===== config.mk =====
export PLATFORM = sky130hd
export DESIGN_NAME = instr_prefetch_queue
export DESIGN_NICKNAME = d
export VERILOG_FILES = /design/src/rtl/instr_prefetch_queue.sv
export SDC_FILE = /design/constraint.sdc
export NUM_CORES = 1
export LEC_CHECK = 0
export ABC_CLOCK_PERIOD_IN_PS = 2450
export BUFFER_PORTS_ARGS = -buffer_cell sky130_fd_sc_hd__buf_2
export CAP_MARGIN = 40
export CORE_ASPECT_RATIO = 1.2
export CORE_MARGIN = 2
export CORE_UTILIZATION = 59
export CTS_CLUSTER_SIZE = 16
export DETAILED_ROUTE_END_ITERATION = 8
export GPL_ROUTABILITY_DRIVEN = 0
export GPL_TIMING_DRIVEN = 1
export PLACE_DENSITY = 0.9
export SETUP_SLACK_MARGIN = 0.2
export SYNTH_ARGS = -nofsm -noshare
export SYNTH_HDL_FRONTEND = slang
export SYNTH_SLANG_ARGS = --single-unit

===== constraint.sdc =====
create_clock -name clk -period 2.45 [get_ports clk]
set_input_delay 0.245 -clock clk [delete_from_list [all_inputs] [get_ports clk]]
set_output_delay 0.245 -clock clk [all_outputs]
set_load 0.01 [all_outputs]

===== src/rtl/instr_prefetch_queue.sv =====
// Instruction prefetch queue: issues sequential reads to a 1-cycle synchronous
// instruction memory and buffers returned words with their PCs for decode.
module instr_prefetch_queue #(
  parameter int ADDR_W = 8,
  parameter int DATA_W = 8,
  parameter int DEPTH  = 4
) (
  input  logic              clk,
  input  logic              rst,
  output logic              imem_req,
  output logic [ADDR_W-1:0] imem_addr,
  input  logic [DATA_W-1:0] imem_data,
  input  logic              redirect,
  input  logic [ADDR_W-1:0] redirect_pc,
  output logic              instr_valid,
  output logic [DATA_W-1:0] instr_data,
  output logic [ADDR_W-1:0] instr_pc,
  input  logic              instr_ready,
  output logic              halted
);

  localparam int PTR_W = $clog2(DEPTH);
  localparam int CNT_W = PTR_W + 1;
  localparam logic [CNT_W:0] DEPTH_C = DEPTH[CNT_W:0];

  typedef enum logic {RUN, HALT} state_t;

  state_t            state, state_n;
  logic [ADDR_W-1:0] fetch_pc;
  logic [ADDR_W-1:0] rsp_pc;
  logic              inflight;
  logic [PTR_W-1:0]  rd_ptr, wr_ptr, rd_ptr_n;
  logic [CNT_W-1:0]  count;
  logic [CNT_W:0]    occupancy;
  logic [DATA_W-1:0] fifo_data [DEPTH];
  logic [ADDR_W-1:0] fifo_pc   [DEPTH];
  logic              issue, enq, deq, halt_seen, bypass;
  logic [DATA_W-1:0] head_data_n;
  logic [ADDR_W-1:0] head_pc_n;

  // Stage p0: request issue, throttled so a returning response always has a slot
  assign occupancy = {1'b0, count} + {{CNT_W{1'b0}}, inflight};
  assign issue     = !rst && (state == RUN) && !redirect && (occupancy < DEPTH_C);
  assign imem_req  = issue;
  assign imem_addr = fetch_pc;

  // Stage p1: response capture and dequeue
  assign enq       = inflight && !redirect && (state == RUN);
  assign deq       = (count != '0) && instr_ready && !redirect;
  assign halt_seen = enq && (imem_data == '0);

  assign instr_valid = (count != '0);
  assign halted      = (state == HALT);

  // Head entry after this edge; bypass covers a write landing on an empty queue
  always_comb begin
    rd_ptr_n    = deq ? rd_ptr + PTR_W'(1) : rd_ptr;
    bypass      = enq && (wr_ptr == rd_ptr_n);
    head_data_n = bypass ? imem_data : fifo_data[rd_ptr_n];
    head_pc_n   = bypass ? rsp_pc    : fifo_pc[rd_ptr_n];
  end

  always_comb begin
    state_n = state;
    if (redirect)
      state_n = RUN;
    else if ((state == RUN) && halt_seen)
      state_n = HALT;
  end

  always_ff @(posedge clk or posedge rst) begin
    if (rst)
      state <= RUN;
    else
      state <= state_n;
  end

  always_ff @(posedge clk or posedge rst) begin
    if (rst) begin
      fetch_pc   <= '0;
      rsp_pc     <= '0;
      inflight   <= 1'b0;
      rd_ptr     <= '0;
      wr_ptr     <= '0;
      count      <= '0;
      instr_data <= '0;
      instr_pc   <= '0;
    end else if (redirect) begin
      fetch_pc <= redirect_pc;
      inflight <= 1'b0;
      rd_ptr   <= '0;
      wr_ptr   <= '0;
      count    <= '0;
    end else begin
      inflight <= issue;
      if (issue) begin
        fetch_pc <= fetch_pc + ADDR_W'(1);
        rsp_pc   <= fetch_pc;
      end
      if (enq)
        wr_ptr <= wr_ptr + PTR_W'(1);
      rd_ptr <= rd_ptr_n;
      case ({enq, deq})
        2'b10:   count <= count + CNT_W'(1);
        2'b01:   count <= count - CNT_W'(1);
        default: count <= count;
      endcase
      instr_data <= head_data_n;
      instr_pc   <= head_pc_n;
    end
  end

  always_ff @(posedge clk) begin
    if (enq) begin
      fifo_data[wr_ptr] <= imem_data;
      fifo_pc[wr_ptr]   <= rsp_pc;
    end
  end

endmodule


=== Word level (Yosys, flattened, before mapping) ===
Memories as Yosys holds them, arrays and structs flattened. A register that Yosys moved wholly into a read port is not among the register bits.
Index checks and enable logic that the tools add are counted.
Widths: inputs -> output; s select.

* Output and inout port bits: 27
* Memories: 2
* Register bits after elaboration: 25
* Input bits: 20
* Bits in writable memories: 64
* Logic and storage cells: 53

{| class="wikitable"
|+ Memories
! memory !! depth !! bits a word !! rd ports !! clocked after memory_dff !! wr ports !! RTL line !! source
|-
| fifo_data || 4 || 8 || 1 || 1 || 1 || 35 || <nowiki>logic [DATA_W-1:0] fifo_data [DEPTH];</nowiki>
|-
| fifo_pc || 4 || 8 || 1 || 1 || 1 || 36 || <nowiki>logic [ADDR_W-1:0] fifo_pc [DEPTH];</nowiki>
|}

* Order comparisons: 1
* Bitwise operators: 2
* Add/subtract/negate cells: 6
* Equality and inequality tests: 2
* Multiplexer cells: 13
* Reductions and logical operators: 20

{| class="wikitable"
|+ Operators by type and width
! cell !! number
|-
| $mux 8 || 2
|-
| $logic_and 1x1->1 || 9
|-
| $add 8x1->8 const B || 1
|-
| $logic_not 8->1 || 1
|-
| $mux 2 || 4
|-
| $pmux 3 s2 || 1
|-
| $reduce_bool 2->1 || 3
|-
| $reduce_bool 3->1 || 2
|-
| $mux 1 || 5
|-
| $add 2x1->2 const B || 2
|-
| $add 3x1->4 || 1
|-
| $logic_not 1->1 || 4
|-
| $lt 4x3->1 const B || 1
|-
| $add 3x1->3 const B || 1
|-
| $mux 3 || 1
|-
| $sub 3x1->3 const B || 1
|-
| $eq 2x1->1 const B || 1
|-
| $eq 2x2->1 const B || 1
|-
| $not 1->1 || 2
|-
| $reduce_and 2->1 || 1
|}

=== Depth between registers and ports, before layout ===
Gate-level depths: netlist of run 1.

* Depth after elaboration: 7
* Depth in mapped cells: 10
* Gate-level depth less buffers: 8

=== Worst setup path before layout of run 1 ===
No wires, ideal clock.

* Kind: register to register
* Start point: register count[1]
* End point: register count[2]
* Setup time: 78 ps
* Period minus slack after synthesis: 2,238 ps
* Arrival: 2,160 ps
* Stages on the path, launching flop included: 11
* Slack: 212 ps
* Buffers on the path: 2
* Required time: 2,372 ps
* Path through: dfrtp_1 > nor3_2 > inv_1 > buf_2 > nand2_2 > buf_4 > nor2_1 > fa_1 > o311ai_0 > o21ai_0 > a21oi_1

* Cells in the longest elaborated chain, start to end: 6
* Elaborated cells between the ends (all ways): 10
* Classes of those cells: 2 x add/sub; 2 x eq/ne; 2 x mux; 4 x reduce/logical

{| class="wikitable"
|+ RTL lines
! item !! RTL line !! source
|-
| from (decl) || 33 || <nowiki>logic [CNT_W-1:0] count;</nowiki>
|-
| from (signal assigned) || 104 || <nowiki>2'b10: count <= count + CNT_W'(1);</nowiki>
|-
| from (signal assigned) || 105 || <nowiki>2'b01: count <= count - CNT_W'(1);</nowiki>
|-
| from (signal assigned) || 106 || <nowiki>default: count <= count;</nowiki>
|-
| $reduce_bool 3->1 || 49 || <nowiki>assign deq = (count != '0) && instr_ready && !redirect;</nowiki>
|-
| $logic_and 1x1->1 (2 in a row) || 49 ||
|-
| $eq 2x1->1 / $eq 2x2->1 (equally long branches) || 103 || <nowiki>case ({enq, deq})</nowiki>
|-
| $pmux 3 s2 || 103 ||
|-
| $mux 3 || 88 || <nowiki>end else if (redirect) begin</nowiki>
|}

Several ways; a longest one is shown, not always the timed one.
A chain may end at the register's enable or synchronous reset.

=== Final worst setup path of run 1 ===
* Start point: register count[2]
* End point: output imem_req

* Cells in the longest elaborated chain, start to end: 3

{| class="wikitable"
|+ RTL lines
! item !! RTL line !! source
|-
| $add 3x1->4 || 42 || <nowiki>assign occupancy = {1'b0, count} + {{CNT_W{1'b0}}, inflight};</nowiki>
|-
| $lt 4x3->1 || 43 || <nowiki>assign issue = !rst && (state == RUN) && !redirect && (occupancy < DEPTH_C);</nowiki>
|-
| $logic_and 1x1->1 || 43 ||
|-
| to (decl) || 10 || <nowiki>output logic imem_req,</nowiki>
|}

No other way between the ends.

==> results of run 1 <==
==> logic make-up after synthesis <==
group,after synthesis
adder cells (fa/ha/maj),6
multiplexers,48
XOR/XNOR,9
buffers and inverters,38
AND/OR/NAND/NOR,114
flip-flops,105
AO/OA/AOI/OAI,108
==> report_power, final <==
group / total (mW) / internal (mW) / switching (mW)
registers: 2.31 / 2.10 / 0.207
clock network: 0.990 / 0.385 / 0.605
logic: 1.09 / 0.453 / 0.637
total: 4.39 / 2.94 / 1.45
==> routing by layer <==
layer / GRT usage [%] / vias up
li1: - / 1725
met4: 13.2 / 0
met1: 34.8 / 1897
met2: 44.0 / 222
met3: 3.26 / 38
met5: 0 / -
==> final timing paths <==
kind                                       to  slack [ns]  cells past startpoint
worst max-delay path                 imem_req        0.28                      4
min in group asynchronous        imem_addr[1]        0.46                      3
worst min register to register      rsp_pc[7]        0.55                      2
worst min-delay path             imem_addr[2]        0.07                      3
max in group asynchronous       instr_data[2]        1.40                      4
worst max register to register    instr_pc[6]        0.31                      8
==> cells in the mapped netlist (2+ instances only) <==
master / number
edfxtp_1: 64
mux2_2: 45
nand2_1: 42
dfrtp_1: 41
nand3_1: 35
o21ai_0: 26
a22oi_1: 16
a31oi_1: 16
nor2_1: 16
o211ai_1: 16
clkbuf_1: 15
o22ai_1: 15
inv_1: 9
and2_1: 6
xnor2_1: 6
buf_2: 5
ha_1: 5
a21oi_1: 4
nand2b_1: 4
o311ai_0: 4
buf_4: 3
buf_6: 3
mux2i_1: 3
nor2b_1: 3
xor2_1: 3
a31o_2: 2
a32oi_1: 2
buf_1: 2
==> critical path, delay by kind of cell (launching register included) <==
kind                   cells  cell delay (ns)
and+or+nand+nor            1             0.54
AOI/OAI and AO/OA          1             0.35
buffers and inverters      2             0.21
DFF                        1             0.46
==> sequential cells by signal, indices dropped and copies added (netlist names) <==
register and flops:
rd_ptr 2, imem_addr 8, fifo_data 32, instr_data 8
count 3, fifo_pc 32, inflight 1, halted 1
rsp_pc 8, instr_pc 8, wr_ptr 2
==> metrics by stage <==
step / hold WS (ns) / utilization [%] / instance area [um2] / power [mW]
2_1_floorplan: 0.344 / - / 5120 / 3.00
3_3_place_gp: 0.312 / 65.1 / 5540 / 3.37
3_5_place_dp: 0.317 / 65.1 / 5540 / 3.42
4_1_cts: 0.0612 / 67.3 / 5730 / 4.38
5_1_grt: 0.0872 / 67.3 / 5730 / 4.57
6_report: 0.0719 / 67.3 / 5730 / 4.39
==> timing repair <==
action                                  4_1_cts  5_1_grt
endpoints found under the setup margin        0        3
resized for setup                             0        1
endpoints found under the hold margin        19        0
hold buffers                                  1        0
==> layout make-up <==
cell class | count | area, um2 | share of cell area (%)
clock buffer | 10 | 128 | 2.23
clock inverter | 6 | 51.3 | 0.895
inverter | 10 | 37.5 | 0.655
multi-input combinational | 285 | 1990 | 34.7
sequential | 105 | 2950 | 51.4
tap | 117 | 146 | 2.55
timing repair buffer | 71 | 433 | 7.55
==> results by group, run 1 <==
Drt
  • Met2 Wirelength: 6130 um
  • DRT antenna net count: 0
  • Wire per inst: slightly below 20 um
  • DRT met1 WL: 4640 um
  • DRT Pass-1 Iters: 6
  • Via-per-instance ratio: 6.43
  • Met3 Routed Length: 791 um
  • 1st-iter DRT viols: 435
  • DRC: 0
  • Vias: 3882
  • DR top layer: met4
  • Routed wire length: 11900 um

Floorplan
  • FP Rows: 37
  • Die area: about 9400 um2
  • Die Y: 106 um
  • Initial core utilization: 60.1%
  • # IOs: 47
  • Core region area: 8520 um2
  • Die Width: 89.0 um

Clock tree
  • Setup Buffers After CTS: 0
  • Sink Count: 105
  • H-tree Lvls: 3
  • Cts bufs inserted: 9
  • Clk Latency, worst-skew pair: 0.37 ns
  • TritonCTS clock tree: yes
  • Clk slew on worst S/H paths: roughly 0.1 ns
  • CTS Root Cell: clkbuf_8
  • CTS Buffer Depth: 2

Cells and area
  • Leading cell types in the layout, fill and taps excluded: 64 x edfxtp_1, 46 x buf_2, 45 x mux2_2, 42 x nand2_1, 41 x dfrtp_1
  • Ant. Diodes: 0
  • Fill cells: 639
  • Non-Filler Instances: 604
  • Final layout net count: a little over 500
  • P&R area growth vs syn: 12.1%
  • Commonest non-fill, non-tap cell in the layout: edfxtp_1
  • Layout cells sized above 1: approximately 29%

Timing
  • Part of the cycle the worst path needs: between 80 and 90%
  • Slew headroom: roughly half
  • RSZ-0062 raised after global routing: false
  • Fin worst setup slack: 0.278 ns
  • Final hold violations: 0
  • Post-Route Setup TNS: 0 ns
  • Tmin final: roughly 2.2 ns
  • Clk_skew: between 0.015 and 0.02 ns
  • Fmax: 460 MHz
  • Slew @ Worst Pin: 0.739 ns
  • Slew Viols, Final: 0
  • Final setup violation count: 0

Yosys
  • Synthesized area per cell: 12.0 um2
  • Mapped Cells: 428
  • Flops & latches, synth: 105
  • Adder-Cell Fraction of Synth Area: 1.61%
  • Register area share after synthesis: 57.6%
  • Main combinational cell family by area after synthesis: compound AO/OA/AOI/OAI gates
  • Synth top area cells: edfxtp_1 38%, dfrtp_1 20%, mux2_2 9.9%
  • Yosys warns: 0
  • Post-synth EDFFs: 64
  • Ys flop type: edfxtp_1
  • Synth top area share: a little under two fifths
  • Post-synth top area cell: edfxtp_1
  • Mux cell area share after synthesis: 10.5%
  • Synth Area in XOR/XNOR: 1.54%
  • Mapped cell area: 5120 um2
  • Yosys cell types: 45
  • FFs w/ async S/R, synth: 39.0%
  • Post-Syn Nets: ~450
  • Simple-Gate Fraction of Synth Area: 10.6%
  • Synth Area in Compound Gates: 14.6%

Global routing
  • Vias in the first global route: 3883
  • Total GRT Usage: a little over a quarter
  • First-pass GRT wire length: ~19000 um
  • Largest net degree at the start of global routing: 33
  • Antenna violations before repair: 0
  • Grt total ovfl: 0

Place
  • Place WS: 0.357 ns
  • PortBufs: 46
  • Placed insts: 587
  • Post-DP HPWL: 8200 um

Worst hold path
  • Min-delay worst type: in -> reg
  • Hold Crit Start: redirect_pc[2]

Setup path
  • Crit path DAT: slightly below 2 ns
  • Critical setup path kind: reg -> out
  • Critical Path RT: 2.20 ns
  • Worst-path cell chain: or4_1 > a31o_2 > inv_1 > buf_2
  • Startpoint types: register
  • Slowest-stage cell, CP: or4_1
  • Critical R2R Launch: count[0]
  • CP endpoint kind: primary output
  • Crit. Startpoint: count[2]
  • Max incr delay on CP: 0.54 ns
  • Worst-path fanout max: 17

Status
  • Status: finished, final reports clean

Job
  • Max-cap viol count: 0

Pwr
  • Max VDD drop: 0.454 mV
  • PD cells: approximately 770 nW/um2
  • Leak Pwr: 2.17 nW
No activity file was read; power rests on OpenSTA's default activity.
==> inputs of run 2 (changes only) <==
--- a/config.mk
+++ b/config.mk
@@ -5,7 +5,7 @@
 export SDC_FILE = /design/constraint.sdc
 export NUM_CORES = 1
 export LEC_CHECK = 0
-export ABC_CLOCK_PERIOD_IN_PS = 2450
+export ABC_CLOCK_PERIOD_IN_PS = 2100
 export BUFFER_PORTS_ARGS = -buffer_cell sky130_fd_sc_hd__buf_2
 export CAP_MARGIN = 40
 export CORE_ASPECT_RATIO = 1.2
==> constraint.sdc (replaced) <==
create_clock -name clk -period 2.1 [get_ports clk]
set_input_delay 0.21 -clock clk [delete_from_list [all_inputs] [get_ports clk]]
set_output_delay 0.21 -clock clk [all_outputs]
set_load 0.01 [all_outputs]
==> run 2 against run 1 <==
Global-route usage is 4.3 points higher. Non-clock buffer count increased by 25. Worst setup slack worse by 0.20 ns. Sequential power rose by 18%. Clock power increased by 30%. Worst hold slack worse by 0.066 ns. Largest cell class unchanged. Highest routed layer unchanged.
==> results by group, run 2 (synthesis gave the netlist of run 1 again) <==
Timing
  • Final hold violations: 0 (unchanged)
  • Final setup violation count: 0 (unchanged)
  • Fmax: 494 MHz
  • Part of the cycle the worst path needs: between 90% and 100%
  • Slew Viols, Final: 0 (unchanged)
  • RSZ-0062 raised after global routing: true
  • Slew headroom: 68.9% (+18 points)
  • Tmin final: between 2 and 2.5 ns
  • Post-Route Setup TNS: 0 ns (unchanged)
  • Clk_skew: 0.0145 ns (-0.00163 ns)
  • Slew @ Worst Pin: 0.465 ns (-0.274 ns)
  • Fin Hold WS: 0.00621 ns (-0.0657 ns)

Global routing
  • Vias in the first global route: 4162 (+7.2%)
  • Largest net degree at the start of global routing: 38 (+15%)
  • Total GRT Usage: 31.1% (+4.3 points)
  • First-pass GRT wire length: 22100 um (+15%)
  • Antenna violations before repair: 0 (unchanged)
  • Grt total ovfl: 0 (unchanged)

Drt
  • DRT antenna net count: 0 (unchanged)
  • DRT Pass-1 Iters: 6 (unchanged)
  • 1st-iter DRT viols: 631 (+45%)
  • Wire per inst: 23.7 um (+20%)
  • Vias: 4260 (+9.7%)
  • Routed wire length: 15000 um (+25%)
  • Via-per-instance ratio: 6.76 (+5.2%)
  • DRC: 0 (unchanged)

Clock tree
  • Sink Count: 105 (unchanged)
  • Clk Latency, worst-skew pair: 0.40 ns (+0.03 ns)
  • Clk slew on worst S/H paths: 0.12 ns (+0.02 ns)
  • TritonCTS clock tree: yes
  • Cts bufs inserted: 9 (unchanged)
  • CTS Root Cell: clkbuf_8
  • CTS Buffer Depth: 2 (unchanged)
  • H-tree Lvls: 3 (unchanged)

Pwr
  • PD cells: 918 nW/um2 (+20%)
  • Leak Pwr: 2.38 nW (+9.8%)
  • Max VDD drop: 0.508 mV (+12%)

Cells and area
  • Fill cells: 542 (-15%)
  • Non-Filler Instances: 630 (+4.3%)
  • Commonest non-fill, non-tap cell in the layout: edfxtp_1
  • Layout cells sized above 1: 39.0% (+10 points)
  • Leading cell types in the layout, fill and taps excluded: 64 x edfxtp_1, 45 x mux2_2, 45 x buf_2, 42 x nand2_1, 37 x dfrtp_1
  • Fin util: 73.6% (+6.2 points)
  • Largest regs: fifo_data x32, fifo_pc x32
  • Register area: 2950 um2 (+0.17%)
  • P&R area growth vs syn: 22.5%
  • Area of the multi-input gates: 2180 um2 (+9.6%)
  • Ant. Diodes: 0 (unchanged)
  • Final layout net count: 534 (+5.1%)

Place
  • Post-DP HPWL: 8000 um (-2.4%)
  • Placed insts: 589 (+0.34%)
  • PortBufs: 46 (unchanged)

Setup path
  • Crit path DAT: 1.81 ns (-0.12 ns)
  • Critical setup path kind: reg -> out
  • Critical Path RT: 1.89 ns (-0.31 ns)
  • Max incr delay on CP: 0.50 ns (-0.04 ns)
  • Startpoint types: register
  • Critical R2R Launch: halted
  • Slowest-stage cell, CP: or4_4
  • Worst-path fanout max: 2 (-15)
  • Flop-to-flop setup slack: 0.10 ns (-0.21 ns)
  • Worst-path cell chain: or4_4 > a31o_4 > buf_8 > inv_2 > buf_6
  • Worst R2R Path Depth: 7 (-1)
  • CP endpoint kind: primary output
  • RR Endpoint: imem_addr[5]

Floorplan
  • Initial core utilization: 60.1% (unchanged)
  • FP Rows: 37 (unchanged)
  • Die Y: 106 um (unchanged)
  • Die Width: 89.0 um (unchanged)
  • Core region area: 8520 um2 (unchanged)
  • Die area: 9440 um2 (unchanged)
  • # IOs: 47 (unchanged)

Status
  • Status: finished, final reports clean

Worst hold path
  • Hold endpoint: imem_addr[4]
  • Min-Delay Path Depth: 3 (unchanged)
  • Min-delay worst type: in -> reg
  • Hold Crit Start: redirect_pc[4]

Job
  • Max-cap viol count: 0 (unchanged)
[run 2: changes by cell type in the layout (fill, tap and decap cells not counted), sizes merged]
cell,change
and2,+1
buf,+24
clkinv,-1
clkinvlp,+1
inv,+1
[run 2: final cells by class]
| cell class | instances | area share [%] |
|---|---|---|
| inverter | 10 | 0.659 |
| multi-input combinational | 286 | 34.8 |
| timing repair buffer | 96 | 11.8 |
| sequential | 105 | 47.1 |
| clock inverter | 7 | 1.30 |
| tap | 117 | 2.34 |
| clock buffer | 9 | 1.98 |
[run 2: worst max path at each step]
| stage | to | cells after the start | start |
|---|---|---|---|
| global placement | instr_pc[0] | 8 | redirect |
| CTS | imem_req | 5 | halted |
| detailed placement | instr_pc[5] | 7 | count[2] |
| floorplan | count[1] | 9 | count[2] |
| global route | instr_pc[6] | 8 | count[2] |
| finish | imem_req | 5 | halted |
[run 2: worst max-delay path, delay by kind of cell (launching register included)]
| kind | cells | cell delay (ns) |
|---|---|---|
| DFF | 1 | 0.44 |
| AOI/OAI and AO/OA | 1 | 0.24 |
| and+or+nand+nor | 1 | 0.50 |
| buffers and inverters | 3 | 0.25 |
[run 2: power by group]
part           internal, mW  switching [mW]  leakage, nW
clock                 0.476           0.818        0.103
combinational         0.791           0.935         1.20
sequential             2.46           0.277         1.08
[run 2: layer usage]
metal	wire (um)	track usage, %
met5	0	0
met4	669	13.9
met3	1460	5.20
met2	7530	51.7
met1	5290	39.5
[run 2: repair_timing]
action | 4_1_cts | 5_1_grt
pin swaps | 6 | 10
cloned | 3 | 0
resized for setup | 23 | 36
hold endpoints to repair | 41 | 0
buffers inserted | 13 | 8
hold buffers | 1 | 0
setup endpoints to repair | 17 | 25
[run 2: stage by stage]
step | worst slack [ns] | area, um2 | power (mW)
after floorplan | 0.0783 | 5150 | 3.54
after global placement | 0.223 | 5580 | 3.96
after detailed placement | 0.0791 | 5580 | 4.02
after CTS | 0.121 | 6060 | 5.46
after global routing | 0.0390 | 6270 | 5.93
final | 0.0754 | 6270 | 5.75
